<file path="src/rtl/seq_divider_pkg.sv">
// Shared definitions for the sequential divider family: FSM state encoding and
// default operand widths reused by divider/multiplier variants.
package seq_divider_pkg;

  localparam int DEF_DVD_W = 4;
  localparam int DEF_DVS_W = 2;

  typedef enum logic [1:0] {
    IDLE = 2'd0,
    RUN  = 2'd1,
    DONE = 2'd2
  } div_state_e;

endpackage

</file>
<file path="src/rtl/seq_divider_div_step.sv">
// One restoring-division step: shift in the next dividend bit, subtract the
// divisor when it fits, and report the resulting quotient bit.
import seq_divider_pkg::*;

module div_step #(
  parameter int DVS_W = DEF_DVS_W
) (
  input  logic [DVS_W:0]   prem,
  input  logic             bit_in,
  input  logic [DVS_W-1:0] divisor,
  output logic [DVS_W:0]   prem_next,
  output logic             qbit
);

  logic [DVS_W:0] shifted;
  logic [DVS_W:0] diff;

  // The partial remainder is always below the divisor, so one extra bit keeps
  // the shifted value and the compare free of overflow.
  always_comb begin
    shifted   = (prem << 1) | {{DVS_W{1'b0}}, bit_in};
    diff      = shifted - {1'b0, divisor};
    qbit      = (shifted >= {1'b0, divisor});
    prem_next = qbit ? diff : shifted;
  end

endmodule

</file>
<file path="src/rtl/seq_divider.sv">
// Multi-cycle unsigned restoring divider, one quotient bit per clock, MSB first.
// Define SEQ_DIV_DBZ_EN to add the dbz port and the one-cycle divide-by-zero path.
import seq_divider_pkg::*;

module seq_divider #(
  parameter int DVD_W = DEF_DVD_W,
  parameter int DVS_W = DEF_DVS_W
) (
  input  logic             clk,
  input  logic             rst,
  input  logic             start,
  input  logic [DVD_W-1:0] dividend,
  input  logic [DVS_W-1:0] divisor,
  output logic             busy,
  output logic             done,
  output logic [DVD_W-1:0] quotient,
  output logic [DVS_W-1:0] remainder
`ifdef SEQ_DIV_DBZ_EN
  ,
  output logic             dbz
`endif
);

  localparam int CNT_W = $clog2(DVD_W + 1);
  localparam logic [CNT_W-1:0] LAST_STEP = CNT_W'(DVD_W - 1);

  div_state_e       state_q, state_d;
  logic [DVD_W-1:0] dvd_q;
  logic [DVS_W-1:0] dvs_q;
  logic [DVS_W:0]   prem_q, prem_next;
  logic [DVD_W-1:0] quo_q, quo_next;
  logic [CNT_W-1:0] cnt_q;
  logic             qbit;
  logic             load;
  logic             finish;

  div_step #(.DVS_W(DVS_W)) u_step (
    .prem      (prem_q),
    .bit_in    (dvd_q[DVD_W-1]),
    .divisor   (dvs_q),
    .prem_next (prem_next),
    .qbit      (qbit)
  );

  assign quo_next = (quo_q << 1) | DVD_W'(qbit);
  assign busy     = (state_q == RUN);
  assign done     = (state_q == DONE);

  always_ff @(posedge clk or posedge rst) begin
    if (rst) state_q <= IDLE;
    else     state_q <= state_d;
  end

  // NOTE: every signal driven here gets a default first so no path infers a latch.
  always_comb begin
    state_d = state_q;
    load    = 1'b0;
    finish  = 1'b0;
    unique case (state_q)
      IDLE, DONE: begin
        state_d = IDLE;
        if (start) begin
          load    = 1'b1;
          state_d = RUN;
`ifdef SEQ_DIV_DBZ_EN
          if (divisor == '0) state_d = DONE;
`endif
        end
      end
      RUN: begin
        if (cnt_q == LAST_STEP) begin
          finish  = 1'b1;
          state_d = DONE;
        end
      end
      default: state_d = IDLE;
    endcase
  end

  // NOTE: non-blocking assignments so every register samples pre-edge values.
  always_ff @(posedge clk or posedge rst) begin
    if (rst) begin
      dvd_q     <= '0;
      dvs_q     <= '0;
      prem_q    <= '0;
      quo_q     <= '0;
      cnt_q     <= '0;
      quotient  <= '0;
      remainder <= '0;
    end else begin
      if (load) begin
        dvd_q  <= dividend;
        dvs_q  <= divisor;
        prem_q <= '0;
        quo_q  <= '0;
        cnt_q  <= '0;
      end else if (state_q == RUN) begin
        dvd_q  <= dvd_q << 1;
        prem_q <= prem_next;
        quo_q  <= quo_next;
        cnt_q  <= cnt_q + CNT_W'(1);
      end
      // A zero divisor runs the full iteration but reports a forced result.
      if (finish) begin
        quotient  <= (dvs_q == '0) ? '1 : quo_next;
        remainder <= (dvs_q == '0) ? '0 : prem_next[DVS_W-1:0];
      end
`ifdef SEQ_DIV_DBZ_EN
      if (load && divisor == '0) begin
        quotient  <= '1;
        remainder <= '0;
      end
`endif
    end
  end

`ifdef SEQ_DIV_DBZ_EN
  always_ff @(posedge clk or posedge rst) begin
    if (rst)                         dbz <= 1'b0;
    else if (load && divisor == '0)  dbz <= 1'b1;
    else if (finish)                 dbz <= 1'b0;
  end
`endif

endmodule

</file>
<file path="config.mk">
export PLATFORM = sky130hd
export DESIGN_NAME = seq_divider
export DESIGN_NICKNAME = d
export VERILOG_FILES = /design/src/rtl/seq_divider_pkg.sv /design/src/rtl/seq_divider_div_step.sv /design/src/rtl/seq_divider.sv
export SDC_FILE = /design/constraint.sdc
export NUM_CORES = 1
export LEC_CHECK = 0
export ABC_AREA = 1
export CORE_ASPECT_RATIO = 1.25
export CORE_UTILIZATION = 40
export CTS_BUF_LIST = sky130_fd_sc_hd__clkbuf_16
export DETAILED_ROUTE_END_ITERATION = 7
export PLACE_DENSITY_LB_ADDON = 0.12
export SLEW_MARGIN = 10
export SYNTH_ARGS = -nofsm -noshare
export SYNTH_HDL_FRONTEND = slang
export SYNTH_SLANG_ARGS = --single-unit
export TNS_END_PERCENT = 100
</file>
<file path="constraint.sdc">
create_clock -name clk -period 2.3 [get_ports clk]
set_clock_uncertainty 0.05 [all_clocks]
set_input_delay 0.345 -clock clk [delete_from_list [all_inputs] [get_ports clk]]
set_output_delay 0.345 -clock clk [all_outputs]
set_load 0.005 [all_outputs]
</file>
==> run_results.csv <==
group,metric,value,unit
synthesis,yosysTopAreaCellShare,0.543,
worst_setup_path,start_kind,"flop",
drt,routed.top_layer,"met4",
clock_network,post_cts_resized,0,
drt,vias_per_cell,4.60,
drt,drt-total-wl,1770,um
worst_setup_path,arrival,1.44,ns
drt,wl_met1,783,um
synthesis,yosys_warnings,0,
drt,firstDrtPassIters,4,
sta,fmax,546,MHz
worst_setup_path,r2r-start,"cnt_q[0]$_DFFE_PP0P_",
synthesis,postSynthAreaPerCell,8.81,um2
final_layout,nets,149,
floorplanning,start_util,0.418,
floorplanning,fp.dieW,47.0,um
worst_setup_path,worst_setup_path_end_kind,"output pin",
synthesis,yosysUniqueCellTypes,19,
worst_setup_path,required,1.90,ns
sta,setup_viol,0,
drt,detail-route-antenna-nets,0,
pwr,p_leak,0.645,nW
sta,timing.hold.ws,0.372,ns
drt,drc,0,
floorplanning,ios,17,
grt,grt_pass1_vias,771,
pwr,ir_worst_vdd,0.746,mV
sta,rsz0062_at_grt,"false",
final_layout,syn_to_final_growth,27.3,%
worst_setup_path,r2r_slack,0.90,ns
synthesis,synth.area.top_cells,"dfrtp_1 (54%), nand2_1 (13%), ha_1 (4.9%)",
floorplanning,dieArea,0.00274,mm2
sta,final.min_clock_period,1.83,ns
place,dp_hpwl,1300,um
synthesis,synth_compound_area_frac,0.0827,
pwr,powerDensity,1490,mW/mm2
synthesis,syn-instance-count,115,
grt,grt_max_degree,23,
synthesis,yosysTopAreaCell,"dfrtp_1",
clock_network,cts_tree,"done",
sta,hold_violations,0,
synthesis,syn_nets,128,
final_layout,antennaDiodeCount,0,
floorplanning,core_area,0.00243,mm2
drt,drtIter0Drc,11,
grt,grt_pass1_wl,3300,um
clock_network,clock_path_buffers,2,
clock_network,holdBufCountCts,0,
clock_network,cts.sinks,22,
drt,met2_length,880,um
grt,grt-ovfl-total,0,
drt,vias,773,
drt,wl_per_cell,10.5,um
synthesis,synth_seq_area_share,0.543,
final_layout,most-common-layout-cells,"nand2_1 (35), dfrtp_1 (22), clkdlybuf4s50_1 (16), inv_1 (12), nor2_1 (10)",
worst_setup_path,cp_max_fo,9,
worst_hold_path,hold_path.class,"in -> async",
sta,slew_headroom,0.733,
clock_network,cts_setup_buffers,0,
drt,wl_met3,58,um
run_status,outcome,"finished, final reports clean",
clock_network,clk_pin_slew_worst_paths,0.06,ns
synthesis,synth-xor-area-share,0,
grt,antenna_found_initial,0,
floorplanning,die_y,58.3,um
sta,slew_violations,0,
sta,worst_slew_pin_slew,0.399,ns
worst_setup_path,crit_type,"reg -> out",
worst_setup_path,ff2ff_path_depth,6,
synthesis,synth_fa_ha_area_frac,0.0494,
synthesis,synth-simple-area-share,0.247,
synthesis,synth_top_family_by_area,"simple AND/OR/NAND/NOR gates",
final_layout,drive_above_1_share,0.0963,
place,routabilityCongestion,0.729,
job,cap_viol_max_count,0,
floorplanning,rows,20,
place,port_buffers,16,
final_layout,final_common_cell,"nand2_1",
clock_network,cts_buffers,3,
worst_setup_path,worst_r2r_endpoint,"remainder[0]$_DFFE_PP0P_",
synthesis,synth_area,0.00101,mm2
synthesis,ys_seq_elements,22,
sta,setup_tns,0,ns
clock_network,htreeDepth,1,
synthesis,synthMuxAreaShare,0,
clock_network,cts-root-buf,"clkbuf_16",
grt,gr-usage-all-layers,0.173,
clock_network,clock_latency,0.25,ns
sta,finalCritPeriodShare,0.796,
[worst max-delay path by stage]
stage,startpoint,end,slack (ns),cells after the start
finish,state_q[1]$_DFFE_PP0P_,busy,0.47,2
CTS,state_q[1]$_DFFE_PP0P_,busy,0.46,2
floorplan,cnt_q[0]$_DFFE_PP0P_,quotient[0]$_DFFE_PP0P_,1.04,7
detailed placement,state_q[1]$_DFFE_PP0P_,busy,0.75,2
global route,state_q[0]$_DFFE_PP0P_,busy,0.43,3
global placement,state_q[1]$_DFFE_PP0P_,busy,0.75,2
[Yosys cell counts]
cell,number
o211ai_1,1
clkinv_4,1
o21ai_0,4
nand4_1,2
inv_2,2
o21ai_1,6
nand2_1,35
o22ai_1,2
inv_1,12
buf_6,1
nand3_1,6
a21oi_1,1
inv_4,1
dfrtp_1,22
ha_1,4
o21ai_2,1
nand2_2,3
nor2_1,10
nor2_8,1
[logic make-up (layout without fill, tap and decap cells)]
group | Yosys count | after routing
AND/OR/NAND/NOR | 57 | 57
buffers and inverters | 17 | 37
adder cells (fa/ha/maj) | 4 | 4
flip-flops | 22 | 22
AO/OA/AOI/OAI | 15 | 15
[routing by layer]
metal,global-route usage,vias up
li1,-,405
met1,0.212,346
met2,0.280,17
met3,0.0280,5
met4,0.0980,0
met5,0,-
[flip-flops by register name (all words and copies together) (netlist names)]
signal     cells
remainder      2
cnt_q          3
quotient       4
dvs_q          2
prem_q         2
quo_q          3
dvd_q          4
state_q        2
[cell type report]
cell class                      count  area [um2]
Fill cell                         236        1140
Timing Repair Buffer               17         168
Inverter                           16        67.6
Clock buffer                        3        75.1
Clock inverter                      1        3.75
Sequential cell                    22         551
Multi-Input combinational cell     76         384
Tap cell                           33        41.3
[where the power goes]
| group | switching, W | total [W] | leakage [nW] | internal (W) |
|---|---|---|---|---|
| sequential | 0.000106 | 0.000682 | 0.271 | 0.000576 |
| clock | 0.000132 | 0.000364 | 0.0385 | 0.000232 |
| combinational | 0.000507 | 0.000880 | 0.335 | 0.000373 |
[worst max-delay path: stages, from the launching register on]
cell and delay (ns):
dfrtp_1 0.45, nor2_8 0.21, clkdlybuf4s50_1 0.52
[stage by stage]
stage | utilization | instance area, um2 | std cells | worst slack, ns | total power, W
floorplan | - | 1010 | 115 | 1.04 | 0.00130
global route | 0.531 | 1290 | 168 | 0.435 | 0.00214
global placement | 0.499 | 1210 | 164 | 0.750 | 0.00156
CTS | 0.531 | 1290 | 168 | 0.462 | 0.00196
finish | 0.531 | 1290 | 168 | 0.469 | 0.00193
detailed placement | 0.499 | 1210 | 164 | 0.750 | 0.00158
(Power assumes the default switching activity.)
